==> config.mk <==
export PLATFORM = sky130hd
export DESIGN_NAME = hvac_plant_scheduler_flat
export DESIGN_NICKNAME = d
export VERILOG_FILES = /design/src/rtl/hvac_plant_scheduler_if.sv /design/src/rtl/hvac_plant_scheduler.sv /design/src/flat_wrapper.sv
export SDC_FILE = /design/constraint.sdc
export NUM_CORES = 1
export LEC_CHECK = 0
export CELL_PAD_IN_SITES_DETAIL_PLACEMENT = 0
export CELL_PAD_IN_SITES_GLOBAL_PLACEMENT = 2
export CORE_ASPECT_RATIO = 0.8
export CORE_MARGIN = 2
export CORE_UTILIZATION = 30
export CTS_CLUSTER_SIZE = 30
export DETAILED_ROUTE_END_ITERATION = 8
export PLACE_DENSITY_LB_ADDON = 0.3
export SETUP_SLACK_MARGIN = 0.15
export SLEW_MARGIN = 10
export SYNTH_ARGS = -nofsm -noshare
export SYNTH_HDL_FRONTEND = slang
export SYNTH_SLANG_ARGS = --single-unit
==> constraint.sdc <==
create_clock -name clk -period 2.9 [get_ports clk]
set_input_delay 0.58 -clock clk [delete_from_list [all_inputs] [get_ports clk]]
set_output_delay 0.58 -clock clk [all_outputs]
set_load 0.02 [all_outputs]
==> src/rtl/hvac_plant_scheduler_if.sv <==
// Zone-demand / plant-drive bundle for hvac_plant_scheduler.
// Level-signalled, no valid/ready: demands and enable are sampled every clock, all outputs are registered.
interface hvac_plant_scheduler_if #(
  parameter int NZ = 4
);
  logic          enable;
  logic [NZ-1:0] heat_req;
  logic [NZ-1:0] cool_req;
  logic          plant_heat;
  logic          plant_cool;
  logic [NZ-1:0] damper;
  logic          fan;
  logic [1:0]    state;

  modport master (
    output enable, heat_req, cool_req,
    input  plant_heat, plant_cool, damper, fan, state
  );

  modport slave (
    input  enable, heat_req, cool_req,
    output plant_heat, plant_cool, damper, fan, state
  );
endinterface

==> src/rtl/hvac_plant_scheduler.sv <==
// Shares one heat/cool plant between NZ zones with min-run, max-run preemption and off-time lockout.
// Optional fan purge after each run: define HVAC_FAN_OVERRUN_EN.
module hvac_plant_scheduler #(
  parameter int NZ          = 4,
  parameter int CW          = 8,
  parameter int MIN_RUN     = 16,
  parameter int MAX_RUN     = 64,
  parameter int MIN_OFF     = 8,
  parameter int FAN_OVERRUN = 12
) (
  input logic                   clk,
  input logic                   reset,
  hvac_plant_scheduler_if.slave bus
);

  typedef enum logic [1:0] {
    IDLE     = 2'b00,
    RUN_HEAT = 2'b01,
    RUN_COOL = 2'b10,
    LOCKOUT  = 2'b11
  } state_t;

  localparam logic [CW-1:0] MIN_RUN_C = CW'(MIN_RUN);
  localparam logic [CW-1:0] MAX_RUN_C = CW'(MAX_RUN);
  localparam logic [CW-1:0] MIN_OFF_C = CW'(MIN_OFF);

  state_t        state_q;
  logic [CW-1:0] run_cnt;
  logic [CW-1:0] off_cnt;
  logic          last_heat;
  logic          plant_heat_q;
  logic          plant_cool_q;
  logic [NZ-1:0] damper_q;
  logic          fan_q;

  logic [NZ-1:0] hv, cv, mine, other;
  logic [4:0]    hpop, cpop;
  logic          pick_heat, running, run_exit;
  logic          heat_nxt, cool_nxt, fan_nxt;

  function automatic logic [4:0] popcnt(input logic [NZ-1:0] v);
    logic [4:0] n;
    n = '0;
    for (int i = 0; i < NZ; i++) n = n + {4'b0, v[i]};
    return n;
  endfunction

  always_comb begin
    hv        = bus.heat_req & ~bus.cool_req;
    cv        = bus.cool_req & ~bus.heat_req;
    hpop      = popcnt(hv);
    cpop      = popcnt(cv);
    // Tie goes to the mode that did not run last.
    pick_heat = (hpop > cpop) || ((hpop == cpop) && !last_heat);
    running   = (state_q == RUN_HEAT) || (state_q == RUN_COOL);
    mine      = (state_q == RUN_COOL) ? cv : hv;
    other     = (state_q == RUN_COOL) ? hv : cv;
    run_exit  = running && (!bus.enable ||
                ((run_cnt >= MIN_RUN_C) &&
                 ((mine == '0) || ((run_cnt >= MAX_RUN_C) && (other != '0)))));
    // enable gates the drives directly so a shutdown takes effect on the next edge.
    heat_nxt  = (state_q == RUN_HEAT) && bus.enable;
    cool_nxt  = (state_q == RUN_COOL) && bus.enable;
  end

`ifdef HVAC_FAN_OVERRUN_EN
  localparam logic [CW-1:0] FAN_OVERRUN_C = CW'(FAN_OVERRUN);
  logic [CW-1:0] ov_cnt;
  logic [CW-1:0] ov_nxt;

  // Purge window restarts on every run exit, including an enable shutdown.
  always_comb begin
    ov_nxt = ov_cnt;
    if (run_exit)            ov_nxt = FAN_OVERRUN_C;
    else if (ov_cnt != '0)   ov_nxt = ov_cnt - CW'(1);
    fan_nxt = heat_nxt | cool_nxt | (ov_nxt != '0);
  end

  always_ff @(posedge clk) begin
    if (reset) ov_cnt <= '0;
    else       ov_cnt <= ov_nxt;
  end
`else
  always_comb fan_nxt = heat_nxt | cool_nxt;
`endif

  always_ff @(posedge clk) begin
    if (reset) begin
      state_q      <= IDLE;
      run_cnt      <= '0;
      off_cnt      <= '0;
      last_heat    <= 1'b0;
      plant_heat_q <= 1'b0;
      plant_cool_q <= 1'b0;
      damper_q     <= '0;
      fan_q        <= 1'b0;
    end else begin
      plant_heat_q <= heat_nxt;
      plant_cool_q <= cool_nxt;
      damper_q     <= heat_nxt ? hv : (cool_nxt ? cv : '0);
      fan_q        <= fan_nxt;
      case (state_q)
        IDLE: begin
          if (bus.enable && ((hv != '0) || (cv != '0))) begin
            state_q <= pick_heat ? RUN_HEAT : RUN_COOL;
            run_cnt <= CW'(1);
          end
        end
        RUN_HEAT, RUN_COOL: begin
          if (run_exit) begin
            state_q   <= LOCKOUT;
            off_cnt   <= CW'(1);
            run_cnt   <= '0;
            last_heat <= (state_q == RUN_HEAT);
          end else if (run_cnt != '1) begin
            run_cnt <= run_cnt + CW'(1);
          end
        end
        LOCKOUT: begin
          if (off_cnt >= MIN_OFF_C) begin
            state_q <= IDLE;
            off_cnt <= '0;
          end else begin
            off_cnt <= off_cnt + CW'(1);
          end
        end
        default: state_q <= IDLE;
      endcase
    end
  end

  assign bus.plant_heat = plant_heat_q;
  assign bus.plant_cool = plant_cool_q;
  assign bus.damper     = damper_q;
  assign bus.fan        = fan_q;
  assign bus.state      = state_q;

endmodule
==> src/flat_wrapper.sv <==
// flat-port wrapper written by rule: the top's interface ports become plain ports
module hvac_plant_scheduler_flat 
#(
  parameter int NZ          = 4,
  parameter int CW          = 8,
  parameter int MIN_RUN     = 16,
  parameter int MAX_RUN     = 64,
  parameter int MIN_OFF     = 8,
  parameter int FAN_OVERRUN = 12
)
  (clk, reset, bus_enable, bus_heat_req, bus_cool_req, bus_plant_heat, bus_plant_cool, bus_damper, bus_fan, bus_state);
  hvac_plant_scheduler_if #(.NZ(NZ)) bus_i ();
  input logic clk;
  input logic reset;
  input wire logic [$bits(bus_i.enable)-1:0] bus_enable;
  input wire logic [$bits(bus_i.heat_req)-1:0] bus_heat_req;
  input wire logic [$bits(bus_i.cool_req)-1:0] bus_cool_req;
  output wire logic [$bits(bus_i.plant_heat)-1:0] bus_plant_heat;
  output wire logic [$bits(bus_i.plant_cool)-1:0] bus_plant_cool;
  output wire logic [$bits(bus_i.damper)-1:0] bus_damper;
  output wire logic [$bits(bus_i.fan)-1:0] bus_fan;
  output wire logic [$bits(bus_i.state)-1:0] bus_state;
  assign bus_i.enable = bus_enable;
  assign bus_i.heat_req = bus_heat_req;
  assign bus_i.cool_req = bus_cool_req;
  assign bus_plant_heat = bus_i.plant_heat;
  assign bus_plant_cool = bus_i.plant_cool;
  assign bus_damper = bus_i.damper;
  assign bus_fan = bus_i.fan;
  assign bus_state = bus_i.state;
  hvac_plant_scheduler #(.NZ(NZ), .CW(CW), .MIN_RUN(MIN_RUN), .MAX_RUN(MAX_RUN), .MIN_OFF(MIN_OFF), .FAN_OVERRUN(FAN_OVERRUN)) u_core (.clk(clk), .reset(reset), .bus(bus_i));
endmodule
* After elaboration in Yosys (flattened, before gate mapping) *
Cells that the tools add are included.

operators by class
  add/subtract/negate cells = 8
  magnitude comparators = 4
  equal/unequal tests = 9
  mux-type cells = 16
  bitwise gates (word level) = 5
  reductions and logical operators = 26

operator list
  kind                 count
  $mux 8               5
  $pmux 8 s2           2
  $add 5x1->5          4
  $add 8x1->8 const B  2
  $mux 4               4
  $reduce_bool 4->1    3
  $and 4x4->4          2
  $ge 8x4->1 const B   1
  $ge 8x5->1 const B   1
  $ge 8x7->1 const B   1
  $mux 2               4
  $ne 8x8->1 const B   1
  $not 4->4            2
  $logic_and 1x1->1    7
  $ne 2x1->1 const B   3
  $pmux 2 s3           1
  $reduce_and 3->1     2
  $eq 5x5->1           1
  $gt 5x5->1           1
  $logic_or 1x1->1     5
  $add 1x1->2          2
  $eq 2x2->1 const B   2
  $logic_not 4->1      1
  $reduce_and 2->1     2
  other kinds (7)      9

storage, ports and cells
  register bits = 26
  bits of input ports = 11
  output and inout bits = 9
  logic and storage cells = 76

* Longest topological paths before layout *
Gate-level depths: netlist (run 1).

  depth after elaboration = 11
  gate-level depth with buffers = 13
  depth with buffers taken out = 13

* Least setup slack after synthesis (run 1) *
Ideal clock, no wire load.

  path kind = input port to flip-flop
  start point = input bus_heat_req[1]
  end point = register u_core.state_q[1] (netlist: u_core.bus.state[1])
  library setup time = 0.071 ns
  arrival time = 2.856 ns
  required time = 2.829 ns
  path slack = -0.026 ns
  stages on the path = 13
  path buffers = 0
  cells stage by stage = nor2b_1 > inv_1 > ha_1 > inv_1 > fa_1 > inv_1 > ha_1 > ha_1 > a21o_1 > a21oi_1 > o22ai_1 > or3_1 > a21oi_1

between the ends
  longest elaborated chain between the ends = 11
  elaborated cells on any way between the ends = 32
  classes of those cells = add/sub: 6; order compare: 1; eq/ne: 3; mux: 5; bitwise: 3; reduce/logical: 14

ends and longest elaborated chain
  element                                                               line                         text
  from (decl)                                                           flat_wrapper.sv:16           input wire logic [$bits(bus_i.heat_req)-1:0] bus_heat_req;
  parallel branches: the longest is 11 deep, another holds $add 5x1->5  -
  to (signal assigned)                                                  hvac_plant_scheduler.sv:105  state_q <= pick_heat ? RUN_HEAT : RUN_COOL;
  to (decl)                                                             hvac_plant_scheduler.sv:27   state_t state_q;

Several ways; the timed one is not identified. The select of a mux whose other input is x is not followed.
A chain may end at the register's enable or synchronous reset.

* Worst setup path in the final report (run 1) *
  start point = input bus_cool_req[1]
  end point = register u_core.state_q[1] (netlist: u_core.bus.state[1])

between the ends
  longest elaborated chain between the ends = 11
  elaborated cells on any way between the ends = 32
  classes of those cells = add/sub: 6; order compare: 1; eq/ne: 3; mux: 5; bitwise: 3; reduce/logical: 14

ends and longest elaborated chain
  element                                                               line                text
  from (decl)                                                           flat_wrapper.sv:17  input wire logic [$bits(bus_i.cool_req)-1:0] bus_cool_req;
  parallel branches: the longest is 11 deep, another holds $add 5x1->5  -

Several ways; the timed one is not identified. The select of a mux whose other input is x is not followed.

==> key figures, run 1 <==
Worst hold path
  • Min-delay worst type: flop to flop

Floorplan
  • Die width: 89.07 um
  • Core Rows: 24
  • DIE HEIGHT: 72.05 um
  • # IOs: 20
  • Core ar.: 5525 um2
  • Initial core utilization: 31.43%
  • Die ar.: 6417 um2

Timing
  • Final Slew Violations: 0
  • Fin crit share: 91.49%
  • Max-slew headroom: 67.99%
  • Max Fclk: 376.9 MHz
  • Final setup vio count: 0
  • RSZ-0062 raised after global routing: no
  • Min Tclk post-route: 2.653 ns
  • Clock Skews: 0.008488 ns
  • Setup tns final: 0 ns
  • Tightest Pin Transition: 0.4769 ns
  • Final hold vios: 0

Power and ir drop
  • Worst vdd ir: 0.5614 mV
  • Gate power share: 54.8%
  • Power Dens Cells: 591.7 nW/um2
  • Switching Power: 569.2 uW
  • Clk network pwr share: 14.6%
  • Leak: 0.9416 nW
  • Sw frac: 40.43%
  • Seq pwr share: 30.6%
  • Internal Pwr Total: 838.8 uW

Setup path
  • CP required: 3.12 ns
  • Setup CP Type: input pin to flop
  • Critical path endpoint category: flop
  • Crit path launch type: input pin
  • Critical path arrival: 2.87 ns
  • Worst-path fanout max: 3

Clocking
  • Worst skew pair latency: 0.27 ns
  • Clk slew on worst S/H paths: 0.09 ns
  • CTS tree: done
  • CTS Buffer Depth: 2
  • Clock Sinks: 26
  • CTS Hold Bufs: 0
  • CTS Buf Count: 3
  • Clock Root Buffer: clkbuf_8
  • H-tree levels: 1

Synthesis
  • Yosys synthesis warning count: 0
  • Synth Flop Type: dfxtp_1
  • Synthesized area: 1737 um2
  • Async SR Flop Fraction: 0%
  • Distinct cells, synth: 54
  • Post-synth EDFFs: 0
  • Post-synthesis sequential area ratio: 29.97%
  • Cells after Synth: 208
  • Syn_nets: 237
  • Synthesized area per cell: 8.349 um2
  • #FFs+latches synth: 26

Detailed routing
  • Initial DRC Count: 40
  • Routed WL: 4384 um
  • DRT Pass-1 Iters: 4
  • Vias after detailed routing: 1610
  • Post-route ant nets: 0
  • Wire length per cell: 13.20 um
  • DRC: 0
  • Vias per inst: 4.849

Flow run
  • Max-Cap Viols: 0

GRT
  • Number of global-route vias before repair: 1511
  • Initial antenna violation count: 0
  • Largest net degree at the start of global routing: 14
  • First-pass GRT wire length: 7548 um
  • Gr ovfl total: 0
  • Overall routing resource usage: 15.04%

Outcome
  • Run status: finished clean

Place
  • Routability Congestion: 0.7680
  • Port buffer count: 19
  • Post-DP HPWL: 3447 um

Layout
  • Area growth syn-to-layout: 37.03%
  • Share of cells above drive strength 1: 26.38%
  • Fillers: 577
  • Final Net Count: 285
  • Post-layout util: 43.07%
  • Ant diodes: 0
==> state kept, by name, indices dropped and copies added (netlist names) <==
signal / cells
u_core.bus.state: 2
u_core.bus.plant_heat: 1
u_core.run_cnt: 8
u_core.bus.plant_cool: 1
u_core.bus.damper: 4
u_core.bus.fan: 1
u_core.last_heat: 1
u_core.off_cnt: 8
==> metal layers <==
layer / GRT usage (%) / up-vias / share of wire (%)
met2: 20.90 / 12 / 39
met1: 23.86 / 746 / 58
li1: - / 848 / -
met4: 3.483 / 0 / 0.87
met3: 2.730 / 4 / 2.0
met5: 0 / - / 0
==> layout make-up <==
cell class              instances  area [um2]  share of cell area, %
repair buffers                 49       405.4                  17.03
multi-input cells             156        1240                  52.10
well taps                      78       97.59                  4.101
flip-flops and latches         26       520.5                  21.87
inverters                      20       75.07                  3.155
clock buffers                   3       41.29                  1.735
==> worst max-delay path, stage by stage <==
cell	delay, ns
buf_4	0.13
nor2b_4	0.12
inv_2	0.06
ha_4	0.25
inv_2	0.03
fa_2	0.54
ha_4	0.20
nand2b_4	0.13
a21o_1	0.17
a21oi_2	0.13
o22ai_1	0.09
or3_1	0.33
a21oi_2	0.11
==> repair_timing <==
item | CTS | global route
endpoints found under the setup margin | 2 | 1
resized for setup | 36 | 5
pin swaps | 10 | 4
setup buffers | 3 | 0
==> cell families (layout without fill, tap and decap cells) <==
| group | count (synthesis) | in the layout | synth area share, % |
|---|---|---|---|
| DFF | 26 | 26 | 29.97 |
| AOI/OAI and AO/OA | 52 | 52 | 22.34 |
| and+or+nand+nor | 81 | 81 | 25.43 |
| xor gates and xnor gates | 2 | 2 | 1.009 |
| buffers and inverters | 26 | 72 | 5.691 |
| adders and majority gates | 18 | 18 | 13.83 |
| muxes | 3 | 3 | 1.729 |
==> cells in the mapped netlist (2+ instances only) <==
cell      count  share of area [%]
dfxtp_1      26                 30
inv_1        19                4.1
nor2_1       18                3.9
ha_1         16                 12
a21oi_1      14                4.0
nand2_1      12                2.6
nand3_1       8                2.3
a31oi_1       7                2.5
nand2b_1      7                2.5
nand4_1       7                2.5
nor2b_1       6                2.2
nor3_1        6                1.7
clkbuf_1      5                1.1
o21ai_0       4                1.2
a22oi_1       3                1.3
and3_1        3                1.1
mux2i_1       3                1.7
or4_1         3                1.3
a41oi_1       2                1.0
fa_1          2                2.3
o21ai_1       2               0.58
or2_2         2               0.72
xnor2_1       2                1.0
==> worst paths after layout <==
path	from	to	slack [ns]	cells past startpoint
setup / recovery	bus_cool_req[1]	u_core.bus.state[1]$_SDFFE_PP0P_	0.25	13
hold / removal	u_core.off_cnt[7]$_SDFFE_PP0P_	u_core.off_cnt[7]$_SDFFE_PP0P_	0.50	2
setup reg to reg	u_core.bus.state[0]$_SDFFE_PP0P_	u_core.bus.state[1]$_SDFFE_PP0P_	0.38	8
hold reg to reg	u_core.off_cnt[7]$_SDFFE_PP0P_	u_core.off_cnt[7]$_SDFFE_PP0P_	0.50	2
==> placed cells by master (no fill, tap or decap), drive strengths merged, types with 7 or more instances in the layout <==
cell type      count
a21oi             14
a31oi              7
buf               34
clkdlybuf4s50     11
dfxtp             26
ha                16
inv               19
nand2             12
nand2b             7
nand3              8
nand4              7
nor2              18
nor2b              7
==> power by group through the flow <==
stage / clock, mW / sequential [mW] / combinational, mW
after floorplan: 0 / 0.454 / 0.435
after global routing: 0.228 / 0.438 / 0.853
after CTS: 0.214 / 0.432 / 0.770
after global placement: 0 / 0.440 / 0.737
after detailed placement: 0 / 0.440 / 0.733
final: 0.205 / 0.431 / 0.772
==> per-stage QoR <==
stage | area [um2] | setup WS [ns] | power, mW | hold WS, ns | std cells
finish | 2380 | 0.2469 | 1.408 | 0.4983 | 332
CTS | 2354 | 0.1517 | 1.415 | 0.5019 | 332
global route | 2380 | 0.1695 | 1.520 | 0.5400 | 332
detailed placement | 2227 | -0.5076 | 1.173 | 0.4779 | 326
floorplan | 1748 | 0.1069 | 0.8895 | 0.4374 | 208
global placement | 2227 | -0.4528 | 1.177 | 0.4604 | 326
(Power assumes the default switching activity.)
==> inputs of run 2 (changes only) <==
--- a/config.mk
+++ b/config.mk
@@ -5,6 +5,7 @@
 export SDC_FILE = /design/constraint.sdc
 export NUM_CORES = 1
 export LEC_CHECK = 0
+export CAP_MARGIN = 20
 export CELL_PAD_IN_SITES_DETAIL_PLACEMENT = 0
 export CELL_PAD_IN_SITES_GLOBAL_PLACEMENT = 2
 export CORE_ASPECT_RATIO = 0.8
==> results of run 2 <==
Final layout, timing and power as in run 1 (identical DEF).
==> inputs of run 3 (changes only) <==
--- a/config.mk
+++ b/config.mk
@@ -10,9 +10,10 @@
 export CELL_PAD_IN_SITES_GLOBAL_PLACEMENT = 2
 export CORE_ASPECT_RATIO = 0.8
 export CORE_MARGIN = 2
-export CORE_UTILIZATION = 30
+export CORE_UTILIZATION = 34
 export CTS_CLUSTER_SIZE = 30
 export DETAILED_ROUTE_END_ITERATION = 8
+export DONT_BUFFER_PORTS = 1
 export PLACE_DENSITY_LB_ADDON = 0.3
 export SETUP_SLACK_MARGIN = 0.15
 export SLEW_MARGIN = 10
==> key figures, run 3 (synthesis gave the netlist of run 1 again) <==
Outcome
  • Run status: finished clean

Timing
  • Final setup vio count: 0
  • Fin crit share: 90.47%
  • Min Tclk post-route: 2.624 ns
  • Tightest Pin Transition: 0.7245 ns
  • Max-slew headroom: 51.38%
  • RSZ-0062 raised after global routing: no
  • Final hold vios: 0
  • Final Slew Violations: 0
  • Max Fclk: 381.1 MHz
  • Clock Skews: 0.002645 ns

Power and ir drop
  • Power Dens Cells: 665.4 nW/um2
  • Clk network pwr share: 18.5%
  • Internal Pwr Total: 728.6 uW
  • Switching Power: 525.2 uW
  • Seq pwr share: 35.4%
  • Worst vdd ir: 0.3958 mV
  • Gate power share: 46.1%
  • Leak: 0.7007 nW
  • Sw frac: 41.89%

GRT
  • Initial antenna violation count: 0
  • Overall routing resource usage: 15.21%
  • First-pass GRT wire length: 6934 um
  • Gr ovfl total: 0
  • Largest net degree at the start of global routing: 16
  • Number of global-route vias before repair: 1426

Layout
  • Final Net Count: 238
  • Area growth syn-to-layout: 8.502%
  • Ant diodes: 0
  • Design area: 1884 um2
  • Multi-input gate area: 1141 um2
  • Fillers: 528
  • Sequential cell area: 520.5 um2
  • Non-Filler Instances: 270
  • Share of cells above drive strength 1: 9.615%
  • Commonest cells after routing, fill and taps aside: dfxtp_1 (26), nor2_1 (18), inv_1 (17), ha_1 (15), a21oi_1 (13)
  • Commonest non-fill, non-tap cell in the layout: dfxtp_1
  • Post-layout util: 37.85%

Setup path
  • CP required: 3.11 ns
  • Crit-path most repeated cell: ha_1
  • CP peak stage delay: 0.42 ns
  • CP endpoint: u_core.bus.state[1]$_SDFFE_PP0P_
  • Crit path launch type: input pin
  • Critical-path cell list: nor2b_4 > inv_2 > ha_1 > inv_1 > fa_1 > ha_1 > nand2b_1 > a21o_1 > a21oi_2 > o22ai_1 > or3_1 > a21oi_1
  • Worst r2r src: u_core.bus.state[1]$_SDFFE_PP0P_
  • Worst-path fanout max: 3
  • CP startpoint: bus_heat_req[0]
  • Critical path arrival: 2.83 ns
  • Reg2reg path depth: 6
  • Worst R2R Setup Slack: 0.31 ns
  • Delay-heaviest family, CP: adder cells
  • R2r endpoint: u_core.off_cnt[1]$_SDFFE_PP0P_
  • CP bufs+invs: 2
  • Critical path endpoint category: flop
  • Setup CP Type: input pin to flop
  • Slowest CP cell: fa_1
  • Number of cells on the critical path: 12

Floorplan
  • # IOs: 20
  • Initial core utilization: 34.88%
  • DIE HEIGHT: 67.93 um
  • Die width: 83.91 um
  • Die ar.: 5699 um2
  • Core Rows: 23
  • Core ar.: 4979 um2

Clocking
  • CTS Buf Count: 3
  • Post-CTS Setup Repair Bufs: 0
  • Clk slew on worst S/H paths: 0.09 ns
  • H-tree levels: 1
  • CTS Hold Bufs: 0
  • Clock Root Buffer: clkbuf_8
  • Worst skew pair latency: 0.26 ns
  • CTS tree: done
  • CTS Buffer Depth: 2
  • Clock Sinks: 26

Detailed routing
  • DRC: 0
  • DRT Pass-1 Iters: 4
  • Vias per inst: 5.674
  • Vias after detailed routing: 1532
  • Post-route ant nets: 0
  • Routed WL: 4147 um
  • Initial DRC Count: 163
  • Wire length per cell: 15.36 um

Worst hold path
  • Min-delay worst type: input pin to flop

Place
  • Post-DP HPWL: 3235 um
  • Routability Congestion: 0.8842
  • Port buffer count: 0
  • DP Cell Count: 266
  • DP Area: 1817 um2

Flow run
  • Max-Cap Viols: 0
[run 3: cell count changes in the layout (fill, tap and decap cells not counted), sizes merged]
cell	before	now
buf	34	2
clkbuf	3	4
clkdlybuf4s50	11	0
dlygate4sd2	4	0
[run 3: worst min path at each step]
stage                                   startpoint                          endpoint  slack (ns)  cells after the start
global placement    u_core.off_cnt[7]$_SDFFE_PP0P_    u_core.off_cnt[7]$_SDFFE_PP0P_        0.45                      2
detailed placement  u_core.off_cnt[7]$_SDFFE_PP0P_    u_core.off_cnt[7]$_SDFFE_PP0P_        0.47                      2
global route                                 reset    u_core.run_cnt[1]$_SDFFE_PP0P_        0.36                      1
CTS                                          reset    u_core.run_cnt[3]$_SDFFE_PP0P_        0.36                      1
finish                                       reset  u_core.bus.state[1]$_SDFFE_PP0P_        0.37                      1
floorplan           u_core.off_cnt[7]$_SDFFE_PP0P_    u_core.off_cnt[7]$_SDFFE_PP0P_        0.44                      2
[run 3: area by class of cell]
type | instances | share of cell area (%)
timing repair buffer | 2 | 0.7968
tap | 62 | 4.117
sequential | 26 | 27.62
inverter | 20 | 3.984
multi-input combinational | 156 | 60.56
clock buffer | 4 | 2.922
[run 3: what timing repair did]
action | 4_1_cts | 5_1_grt
gates resized for setup | 0 | 1
endpoints found under the setup margin | 0 | 1
endpoints found under the hold margin | 0 | 0
[run 3: worst register-to-register path, stage by stage (launching register included)]
cell and delay [ns]:
dfxtp_1 0.44, ha_1 0.30, or4_1 0.53, a211o_1 0.33, o2111a_2 0.29, or4b_1 0.50, a21oi_1 0.15
[run 3: power groups by stage]
| stage | Combinational [mW] | Clock [mW] | Sequential (mW) |
|---|---|---|---|
| after CTS | 0.574 | 0.239 | 0.445 |
| after detailed placement | 0.570 | 0 | 0.454 |
| final | 0.578 | 0.232 | 0.444 |
| after global placement | 0.564 | 0 | 0.453 |
| after global routing | 0.652 | 0.253 | 0.450 |
| after floorplan | 0.435 | 0 | 0.454 |
[run 3: routing by layer]
metal  track usage [%]  share of wire, %
met2             24.30                43
met5                 0                 0
met1             20.99                51
met3             3.739               5.5
met4             3.427              0.51
[run 3: per-stage QoR]
step                      hold slack [ns]  total power [mW]   TNS, ns  setup WS, ns
after floorplan                    0.4374            0.8895         0        0.1069
after global placement             0.4516             1.017         0       0.03562
after detailed placement           0.4655             1.024  -0.03395      -0.03395
after CTS                          0.3630             1.258         0        0.2536
after global routing               0.3566             1.355         0        0.1629
final                              0.3699             1.254         0        0.2763
==> RTL change, RTL diff (flow settings as in run 1) <==
`CW` is set to 8 in 2 places; all go to 4.
--- a/src/rtl/hvac_plant_scheduler.sv
+++ b/src/rtl/hvac_plant_scheduler.sv
@@ -3,5 +3,5 @@
 module hvac_plant_scheduler #(
   parameter int NZ          = 4,
-  parameter int CW          = 8,
+  parameter int CW          = 4,
   parameter int MIN_RUN     = 16,
   parameter int MAX_RUN     = 64,
--- a/src/flat_wrapper.sv
+++ b/src/flat_wrapper.sv
@@ -3,5 +3,5 @@
 #(
   parameter int NZ          = 4,
-  parameter int CW          = 8,
+  parameter int CW          = 4,
   parameter int MIN_RUN     = 16,
   parameter int MAX_RUN     = 64,
Check against the original RTL: not equivalent (Yosys sat finds a counterexample within 4 cycles, from zero or initial values and one cycle with reset high).
==> RTL change against run 1 <==
Critical path depth down 2; count of clock-buffer cells in the layout up 1; final area down 32%; worst setup slack worse by 120 ps; maximum frequency down 4.3%; routed wire length down 42%; sequential cell count down 12; synthesized area down 40%; power down 37%; utilization up 4.8 points; non-clock buffer count down 11; register-to-register slack better by 390 ps; first-iteration DRC count down 28%; critical endpoint is now u_core.bus.state[0].
==> RTL change: results (changes against run 1) <==
- Critical Path Fanout Max: 2 (was 3)
- Clock buffer cells: 4 (was 3)
- Largest net degree at the start of global routing: 13 (was 14)
- RePlAce Congestion: 0.7746 (was 0.7680)
- Total net switching power: 0.3371 mW (was 0.5692 mW)
- Status: complete, no violations (unchanged)
- Setup Skew: 9.753 ps (was 8.488 ps)
- Footprint of the multi-input gates: 820.8 sq um (was 1240 sq um)
- #MultiIn Comb: 85 (was 156)
- Inverter count: 21 (was 20)
- Reg2reg end: u_core.bus.state[0] (was u_core.bus.state[1])
- Max VDD drop: 0.3546 mV (was 0.5614 mV)
- Signal buffers: 38 (was 49)
- Place WS: -651.9 ps (was -507.6 ps)
- Met3 Use GR: 0.03770 (was 0.02730)
- Leak: 0.7013 nW (was 0.9416 nW)
- Post-synthesis xor/xnor area fraction: 0 (was 0.01009)
- Fraction of layout cells with a size suffix above 1: 0.3704 (was 0.2638)
- DP Wirelength: 1957 um (was 3447 um)
- Post-cts resize count: 43 (was 36)
- FFs & Latches: 14 (was 26)
- Netlist cell types: 35 (was 54)
- Synth area leaders: dfxtp_1, ha_1, inv_1 (unchanged)
- Compound-gate portion of the synthesized area: 0.1435 (was 0.2233)
- Setup slack, reg-to-reg: 770 ps (was 380 ps)
-- RTL change: changes by cell type in the layout (fill, tap and decap cells not counted), moves of 4 or more --
cell / before / now
inv_2: 5 / 9
a31oi_1: 7 / 0
nand3_1: 8 / 1
a21oi_1: 12 / 2
nand2_1: 12 / 5
nor3_1: 6 / 0
buf_6: 0 / 4
buf_4: 30 / 18
dfxtp_1: 26 / 14
o21ai_0: 4 / 0
nand4_1: 7 / 2
-- RTL change: critical path, stage by stage --
cell           delay [ps]
dlygate4sd2_1         260
or2b_1                270
fa_2                  400
inv_2                  80
ha_4                  200
ha_4                  240
nand4_1                70
nand2_1                70
o32a_1                280
or4_1                 410
o31ai_1                80
-- RTL change: metrics by stage --
| step | cell area, sq um | cells | hold slack (ps) |
|---|---|---|---|
| CTS | 1573 | 202 | 485.4 |
| global route | 1617 | 204 | 532.1 |
| detailed placement | 1395 | 193 | 489.2 |
| floorplan | 1066 | 121 | 457.7 |
| global placement | 1395 | 193 | 484.6 |
| finish | 1617 | 204 | 483.2 |
